==> src/rtl/riscv_pkg.sv <==
// riscv_pkg: opcode constants (inst[6:2]) and the control-sequencer state
// encoding shared by control_seq and its bench-facing helpers.
// Optional feature macro: ILLEGAL_TRAP_EN (adds the TRAP state).
package riscv_pkg;

  localparam logic [4:0] LOAD     = 5'b00000;
  localparam logic [4:0] MISC_MEM = 5'b00011;
  localparam logic [4:0] OP_IMM   = 5'b00100;
  localparam logic [4:0] AUIPC    = 5'b00101;
  localparam logic [4:0] STORE    = 5'b01000;
  localparam logic [4:0] OP       = 5'b01100;
  localparam logic [4:0] LUI      = 5'b01101;
  localparam logic [4:0] BRANCH   = 5'b11000;
  localparam logic [4:0] JALR     = 5'b11001;
  localparam logic [4:0] JAL      = 5'b11011;
  localparam logic [4:0] SYSTEM   = 5'b11100;

  typedef enum logic [2:0] {
    FETCH  = 3'd0,
    DECODE = 3'd1,
    EXEC   = 3'd2,
    MEM    = 3'd3,
    WB     = 3'd4
`ifdef ILLEGAL_TRAP_EN
    ,
    TRAP   = 3'd5
`endif
  } state_t;

  // Unconditional control transfers (the target is always taken).
  function automatic logic is_jump(input logic [4:0] op);
    return (op == JAL) || (op == JALR);
  endfunction

  // State that follows EXEC for a non-trapping instruction. An instruction
  // flagged invalid at decode behaves as a NOP and completes straight away.
  function automatic state_t exec_next(input logic [4:0] op, input logic nop);
    state_t nxt;
    if (nop) begin
      nxt = FETCH;
    end else begin
      case (op)
        LOAD, STORE:                       nxt = MEM;
        OP, OP_IMM, LUI, AUIPC, JAL, JALR: nxt = WB;
        BRANCH, MISC_MEM, SYSTEM:          nxt = FETCH;
        default:                           nxt = FETCH;
      endcase
    end
    return nxt;
  endfunction

endpackage

==> src/rtl/pc_unit.sv <==
// pc_unit: program-counter register and next-PC mux.
// Priority: reset > trap vector > advance (target or pc+4); otherwise hold.
module pc_unit #(
  parameter logic [31:0] RESET_PC    = 32'h0000_0000,
  parameter logic [31:0] TRAP_VECTOR = 32'h0000_0010
) (
  input  logic        clk,
  input  logic        rst,
  input  logic        advance,
  input  logic        use_target,
  input  logic        trap_load,
  input  logic [31:0] target,
  output logic [31:0] pc
);

  logic [31:0] pc_r;
  logic [31:0] next_pc_s;

  // Select the next PC; pc+4 wraps naturally modulo 2^32.
  always_comb begin
    next_pc_s = pc_r;
    if (trap_load) begin
      next_pc_s = TRAP_VECTOR;
    end else if (advance) begin
      if (use_target) begin
        next_pc_s = target;
      end else begin
        next_pc_s = pc_r + 32'd4;
      end
    end else begin
      next_pc_s = pc_r;
    end
  end

  // PC register with synchronous reset.
  always_ff @(posedge clk) begin
    if (rst) begin
      pc_r <= RESET_PC;
    end else begin
      pc_r <= next_pc_s;
    end
  end

  assign pc = pc_r;

endmodule

==> src/rtl/control_seq.sv <==
// control_seq: multi-cycle RV32 control sequencer (FETCH/DECODE/EXEC/MEM/WB).
// Optional feature macro: ILLEGAL_TRAP_EN -- invalid instructions and
// misaligned taken jump/branch targets enter TRAP instead of completing.
// Memory-side outputs and rf_we are registered; ir_load and retire are
// qualified by the same-cycle acknowledge, so they are decoded combinationally
// from registered state.
module control_seq
  import riscv_pkg::*;
#(
  parameter logic [31:0] RESET_PC    = 32'h0000_0000,
  parameter logic [31:0] TRAP_VECTOR = 32'h0000_0010
) (
  input  logic        clk,
  input  logic        rst,
  input  logic [4:0]  opcode,
  input  logic        invalid,
  input  logic        branch_taken,
  input  logic [31:0] target,
  output logic        mem_req,
  output logic        mem_we,
  output logic        mem_addr_sel,
  input  logic        mem_ack,
  output logic        ir_load,
  output logic        rf_we,
  output logic [31:0] pc,
  output logic        retire,
  output logic        trap
);

  state_t state_r;
  state_t next_state_s;
  logic   mem_req_r;
  logic   mem_we_r;
  logic   mem_addr_sel_r;
  logic   rf_we_r;
  logic   nop_r;
  logic   ack_s;
  logic   redirect_s;
  logic   advance_s;
  logic   trap_load_s;

  // An acknowledge only counts while a request is actually outstanding.
  assign ack_s      = mem_req_r & mem_ack;
  assign redirect_s = ~nop_r & (is_jump(opcode) | ((opcode == BRANCH) & branch_taken));

`ifdef ILLEGAL_TRAP_EN
  logic trap_r;
  logic exec_trap_s;
  assign exec_trap_s = redirect_s & (target[1:0] != 2'b00);
  assign trap_load_s = (state_r == TRAP);
  assign trap        = trap_r;
`else
  assign trap_load_s = 1'b0;
  assign trap        = 1'b0;
`endif

  // Next-state decode and the "instruction completes" strobe.
  always_comb begin
    next_state_s = state_r;
    advance_s    = 1'b0;
    case (state_r)
      FETCH: begin
        if (ack_s) begin
          next_state_s = DECODE;
        end else begin
          next_state_s = FETCH;
        end
      end
      DECODE: begin
`ifdef ILLEGAL_TRAP_EN
        if (invalid) begin
          next_state_s = TRAP;
        end else begin
          next_state_s = EXEC;
        end
`else
        next_state_s = EXEC;
`endif
      end
      EXEC: begin
`ifdef ILLEGAL_TRAP_EN
        if (exec_trap_s) begin
          next_state_s = TRAP;
        end else begin
          next_state_s = exec_next(opcode, nop_r);
        end
`else
        next_state_s = exec_next(opcode, nop_r);
`endif
      end
      MEM: begin
        if (ack_s) begin
          if (opcode == LOAD) begin
            next_state_s = WB;
          end else begin
            next_state_s = FETCH;
          end
        end else begin
          next_state_s = MEM;
        end
      end
      WB: begin
        next_state_s = FETCH;
      end
`ifdef ILLEGAL_TRAP_EN
      TRAP: begin
        next_state_s = FETCH;
      end
`endif
      default: begin
        next_state_s = FETCH;
      end
    endcase
    // Completion is any return to FETCH from an executing state.
    if ((next_state_s == FETCH) &&
        ((state_r == EXEC) || (state_r == MEM) || (state_r == WB))) begin
      advance_s = 1'b1;
    end else begin
      advance_s = 1'b0;
    end
  end

  // State register and registered outputs derived from the next state.
  always_ff @(posedge clk) begin
    if (rst) begin
      state_r        <= FETCH;
      mem_req_r      <= 1'b0;
      mem_we_r       <= 1'b0;
      mem_addr_sel_r <= 1'b0;
      rf_we_r        <= 1'b0;
      nop_r          <= 1'b0;
`ifdef ILLEGAL_TRAP_EN
      trap_r         <= 1'b0;
`endif
    end else begin
      state_r        <= next_state_s;
      mem_req_r      <= (next_state_s == FETCH) || (next_state_s == MEM);
      mem_addr_sel_r <= (next_state_s == MEM);
      mem_we_r       <= (next_state_s == MEM) && (opcode == STORE);
      rf_we_r        <= (next_state_s == WB);
      if (state_r == DECODE) begin
        nop_r <= invalid;
      end else begin
        nop_r <= nop_r;
      end
`ifdef ILLEGAL_TRAP_EN
      trap_r         <= (next_state_s == TRAP);
`endif
    end
  end

  pc_unit #(
    .RESET_PC    (RESET_PC),
    .TRAP_VECTOR (TRAP_VECTOR)
  ) u_pc_unit (
    .clk        (clk),
    .rst        (rst),
    .advance    (advance_s),
    .use_target (redirect_s),
    .trap_load  (trap_load_s),
    .target     (target),
    .pc         (pc)
  );

  assign mem_req      = mem_req_r;
  assign mem_we       = mem_we_r;
  assign mem_addr_sel = mem_addr_sel_r;
  assign rf_we        = rf_we_r;
  assign ir_load      = (state_r == FETCH) & ack_s;
  assign retire       = advance_s;

endmodule

==> config.mk <==
export PLATFORM = sky130hd
export DESIGN_NAME = control_seq
export DESIGN_NICKNAME = d
export VERILOG_FILES = /design/src/rtl/riscv_pkg.sv /design/src/rtl/pc_unit.sv /design/src/rtl/control_seq.sv
export SDC_FILE = /design/constraint.sdc
export NUM_CORES = 1
export LEC_CHECK = 0
export BUFFER_PORTS_ARGS = -buffer_cell sky130_fd_sc_hd__buf_2
export CORE_ASPECT_RATIO = 1.25
export CORE_MARGIN = 4
export CORE_UTILIZATION = 38
export DETAILED_ROUTE_END_ITERATION = 12
export GPL_TIMING_DRIVEN = 0
export PLACE_DENSITY = 0.73
export SYNTH_ARGS = -nofsm -noshare
export SYNTH_HDL_FRONTEND = slang
export SYNTH_SLANG_ARGS = --single-unit
==> constraint.sdc <==
create_clock -name clk -period 3.05 [get_ports clk]
set_clock_uncertainty 0.2 [all_clocks]
set_input_delay 0.305 -clock clk [delete_from_list [all_inputs] [get_ports clk]]
set_output_delay 0.305 -clock clk [all_outputs]
set_load 0.01 [all_outputs]
==> Word-level counts from Yosys, hierarchy flattened <==
Memory sizes are Yosys's and may differ from the RTL's.
Cells that the tools add are included.
{ "word_totals": {"reg_bits": 40, "n_memories": 1, "rom_bits": 96, "output_inout_bits": 39, "wordCells": 41} }
{ "mem_list": {"columns": ["name", "words", "word_bits", "rd", "rd_clocked_by_memory_dff", "write_ports", "line_no", "text"], "rows": [
  ["(name not given)", 32, 3, 1, 0, 0, "riscv_pkg.sv:42", "case (op)"]
]} }
{ "op_classes": {"reduce_logical": 9, "n_eq_ne": 10, "bitwise_logic": 6, "n_addsub": 1, "n_mux": 7} }
{ "op_table": {"columns": ["operator", "count"], "rows": [
  ["$add 32x3->32 const B", 1],
  ["$mux 32", 1],
  ["$eq 5x5->1 const B", 3],
  ["$pmux 3 s4", 1],
  ["$eq 3x2->1 const B", 3],
  ["$mux 3", 3],
  ["$eq 3x3->1 const B", 2],
  ["$logic_not 3->1", 2],
  ["$eq 5x4->1 const B", 1],
  ["$logic_not 5->1", 1],
  ["$and 1x1->1", 4],
  ["$logic_or 1x1->1", 4],
  ["$eq 3x1->1 const B", 1],
  ["$logic_and 1x1->1", 2],
  ["$mux 1", 2],
  ["$not 1->1", 1],
  ["$or 1x1->1", 1]
]} }

==> Longest topological paths before layout <==
{ "depth": {"ltp_word": 7, "depth_mapped": 8} }

==> Hierarchy <==
From an unflattened synthesis, not the netlist that was laid out.
{ "hier_totals": {"cells_unflattened": 332, "hier_area_um2": 2588.7} }
{ "modules_own_cells": {"columns": ["mod", "n_inst", "seq_area_each_um2", "cells_per_inst", "area_per_inst_um2"], "rows": [
  ["pc_unit", 1, 640.6, 284, 2144.6],
  ["control_seq", 1, 160.2, 48, 444.2]
]} }

==> Worst setup path after synthesis <==
Ideal clock, no wire load.
{ "synth_path": {"path_type": "register to register", "startpoint": "reg u_pc_unit.pc_r[12] (netlist: u_pc_unit.pc[12])", "endpoint": "reg u_pc_unit.pc_r[30] (netlist: u_pc_unit.pc[30])", "slack_ps": 852, "setup_time_ps": 122, "arrival_time_ps": 1876, "path_buffers": 2, "t_required_ps": 2728, "path_stages_with_launch": 7, "cell_sequence": "dfxtp_1 -> clkbuf_2 -> nand4_1 -> or4_1 -> buf_2 -> o311a_1 -> a221o_1"} }
{ "synth_between": {"elab_chain_cells": 2} }
{ "synth_rtl": {"columns": ["element", "line_no", "text"], "rows": [
  ["start: declaration", "pc_unit.sv:16", "logic [31:0] pc_r;"],
  ["start signal: assignment", "pc_unit.sv:40", "pc_r <= next_pc_s;"],
  ["$add 32x3->32", "pc_unit.sv:28", "next_pc_s = pc_r + 32'd4;"],
  ["$mux 32", "pc_unit.sv:25", "if (use_target) begin"]
]} }
Every way passes these cells.
A chain may end at the register's enable or synchronous reset.

==> Worst setup path after layout <==
{ "layout_path": {"startpoint": "reg state_r[2]", "endpoint": "out retire"} }
{ "layout_between": {"elab_chain_cells": 5, "elab_cells_between_ends": 11, "classes_between": "4 x eq/ne; 2 x mux; 5 x reduce/logical"} }
{ "layout_rtl": {"columns": ["element", "line_no", "text"], "rows": [
  ["start: declaration", "control_seq.sv:30", "state_t state_r;"],
  ["start signal: assignment", "control_seq.sv:136", "state_r <= next_state_s;"],
  ["$eq 3x2->1 (tied with other cells)", "control_seq.sv:61, control_seq.sv:116", null],
  ["$pmux 3 s4 or $logic_or 1x1->1 (tied branches)", "control_seq.sv:61, control_seq.sv:116", null],
  ["$logic_not 3->1 or $logic_or 1x1->1 (tied branches)", "control_seq.sv:115, control_seq.sv:116", null],
  ["$logic_and 1x1->1 (*)", "control_seq.sv:115", "if ((next_state_s == FETCH) &&"],
  ["$mux 1 (*)", "control_seq.sv:115", null],
  ["end: declaration", "control_seq.sv:26", "output logic retire,"]
]} }
Mark *: on every way between the ends. The rest lies on a longest branch, timed or not.

==> impl_results.md <==
- Status: finished, final reports clean
- CP required: approximately 2.5 ns
- Final worst path period need: 2.71 ns
- IO Port Bufs: between 70 and 80
- Max-Cap Viols: 0
- Sequential share of power: 50.6%
- Hold Buf Count CTS: 0
- Largest net degree at the start of global routing: 12
- Final Net Count: roughly 450
- Warnings from Yosys: 0
- Worst Min Path Start: invalid
- DR WL/cell: 16.9 µm
- Die area: approximately 8000 µm²
- GRT Residual Overflow: 0
- Post-synth top flop: dfxtp_1
- WS Path Type: reg2out
- Gate power share: between 10% and 20%
- Critical path startpoint: state_r[2]
- Synth area leader: dfxtp_1
- Via count: 2,931
- Dominant cells by area after synthesis: dfxtp_1 33%, o21ai_0 6.1%, a21oi_1 5.7%
- Post-Syn Nets: 368
- # setup viols final: 0
- Clock Latency Late Sink: 0.30 ns
- Slew margin rel.: 51.2%
- Bufs on Longest Clock Path: 2
- Max VDD drop: about 0.14 mV
- Antenna violations before repair: 0
- Post-synthesis sequential area ratio: roughly 33%
- Clock power share: 35.0%
- Post-route setup TNS: 0 ns
- Cell internal pwr: 0.775 mW
- Number of antenna diodes: 0
- Root Driver: clkbuf_8
- Tcrit/Tclk final: 88.8%
- Clock transition at path regs: 0.07 ns
- Commonest non-fill, non-tap cell in the layout: buf_2
- CP endpoint kind: output pin
- Drt drc: 0
- P_leak: 1.15 nW
- CTS H-tree depth: 2
- Worst-Margin Slew: 0.726 ns
- DIE HEIGHT: approximately 98 µm
- # resized after CTS: 0
- First-pass GRT wire length: 13,300 µm
- Post-CTS setup buffers: 0
- Post-synth ARST share: 0%
- Switching Fraction: 27.3%
- Routed Antenna Nets: 0
- Area growth, synth to finish: 24.0%
- PwrDens: 351 nW/µm²
- Cell count after synthesis: 325
- Die width: 79.8 µm
- Filler instances: 634
- I/O pin count: 81
- Rows: 32
- Via count of the first global-routing pass: 2,717
- Vias per cell: 5.91
- TritonCTS clock tree: built
- Initial core utilization: 39.5%
- Layout cells sized above 1: 24.6%
- Dpl hpwl: slightly above 6000 µm
- CTS buffer count: 5
- Startpoint Class: register
- EDFF count, synth: 0
- GRT Total Usage: 21.4%
- Count of cell types in the netlist: 60
- Max Freq: 369 MHz
- Most frequent cells in the layout: 82 x buf_2, 40 x dfxtp_1, 30 x o21ai_0, 29 x nand2_1, 28 x a21oi_1
- Gpl congestion: around 0.93
- Clk sink count: 40
- Total wire length: around 8400 µm
- 1st-iter DRT viols: 233
- TritonRoute pass-1 iters: 5
- Mean Syn Cell Area: approximately 7.5 µm²
- Hold Path Class: in2reg
- Post-Syn Area: 2450 µm²
- #FFs+latches synth: 40
- CP arrival: 2.20 ns
- Worst hold margin: 0.0551 ns
- CORE AREA: just over 6000 µm²
- Switching power: approximately 0.29 mW
- Slew Viols, Final: 0
- CP Max Fanout: 10
- Fin. Hold Viols: 0
- Reg2Reg Launch Point: nop_r
- RSZ-0062 raised after global routing: no
- Share of the synthesized area in the top cell type: 32.7%
## through the flow
stage / total power [mW] / util [%] / setup slack [ns] / area (µm²) / cells
3_3_place_gp: 0.702 / 47.5 / 0.509 / 2950 / 488
2_1_floorplan: 0.636 / - / 0.852 / 2450 / 325
6_report: 1.07 / 48.9 / 0.341 / 3040 / 496
5_1_grt: 1.11 / 48.9 / 0.236 / 3040 / 496
3_5_place_dp: 0.703 / 47.5 / 0.520 / 2950 / 488
4_1_cts: 1.07 / 48.9 / 0.340 / 3040 / 496
## state kept, by name, indices dropped and copies added, names as in the netlist
signal and cells:
u_pc_unit.pc 32, state_r 3, mem_addr_sel 1, mem_req 1
mem_we 1, nop_r 1, rf_we 1
## kinds of logic (layout without fill, tap and decap cells)
family                     after synthesis  count (layout)  share of synthesized area [%]
AOI/OAI and AO/OA                      109             109                           29.5
adders and majority gates                1               1                          0.511
buffers and inverters                   33             119                           6.03
DFF                                     40              40                           32.7
muxes                                    2               2                          0.817
other                                    1               1                          0.153
and+or+nand+nor                        139             139                           30.3
## area by class of cell
cell class,instances,area [µm²],share of cell area [%]
multi-input combinational,252,1500,49.4
sequential,40,801,26.4
timing repair buffer,78,390,12.9
buffer,27,125,4.12
tap,85,106,3.50
clock buffer,8,90.1,2.97
inverter,6,22.5,0.742
## metal layers
metal	part of all wire [%]	global-route usage [%]	up-vias
li1	-	-	1406
met1	41	26.7	1366
met2	49	35.2	138
met3	7.7	3.14	21
met4	2.9	11.4	0
met5	0	0	-
## cells in the mapped netlist (5+ instances only)
library cell	count
nand3_1	18
nor2_1	22
nor3_1	17
dfxtp_1	40
inv_1	5
o21ai_0	30
and2_1	10
a211oi_1	5
nand2_1	29
a32o_1	6
and3_1	5
a22o_1	6
nand4_1	8
clkbuf_1	14
nor4_1	9
a21oi_1	28
## worst paths after layout
| check | to | slack (ns) | cells after the start |
|---|---|---|---|
| worst max register to register | u_pc_unit.pc[6] | 0.57 | 7 |
| worst min-delay path | nop_r | 0.06 | 3 |
| worst max-delay path | retire | 0.34 | 7 |
| worst min register to register | u_pc_unit.pc[0] | 0.28 | 2 |
## critical path, cell delays in order, from the launching register on
cell      delay, ns
dfxtp_1        0.30
clkbuf_1       0.18
nand2b_4       0.20
a221o_1        0.27
a211o_2        0.41
inv_2          0.17
buf_4          0.22
buf_2          0.16
## power by group through the flow
| stage | registers [mW] | logic, mW | clock network [mW] |
|---|---|---|---|
| 2_1_floorplan | 0.554 | 0.0818 | 0 |
| 3_3_place_gp | 0.552 | 0.150 | 0 |
| 3_5_place_dp | 0.552 | 0.151 | 0 |
| 4_1_cts | 0.540 | 0.152 | 0.381 |
| 5_1_grt | 0.541 | 0.167 | 0.399 |
| 6_report | 0.540 | 0.153 | 0.373 |
Note: power is estimated with default switching activity, not from simulation.
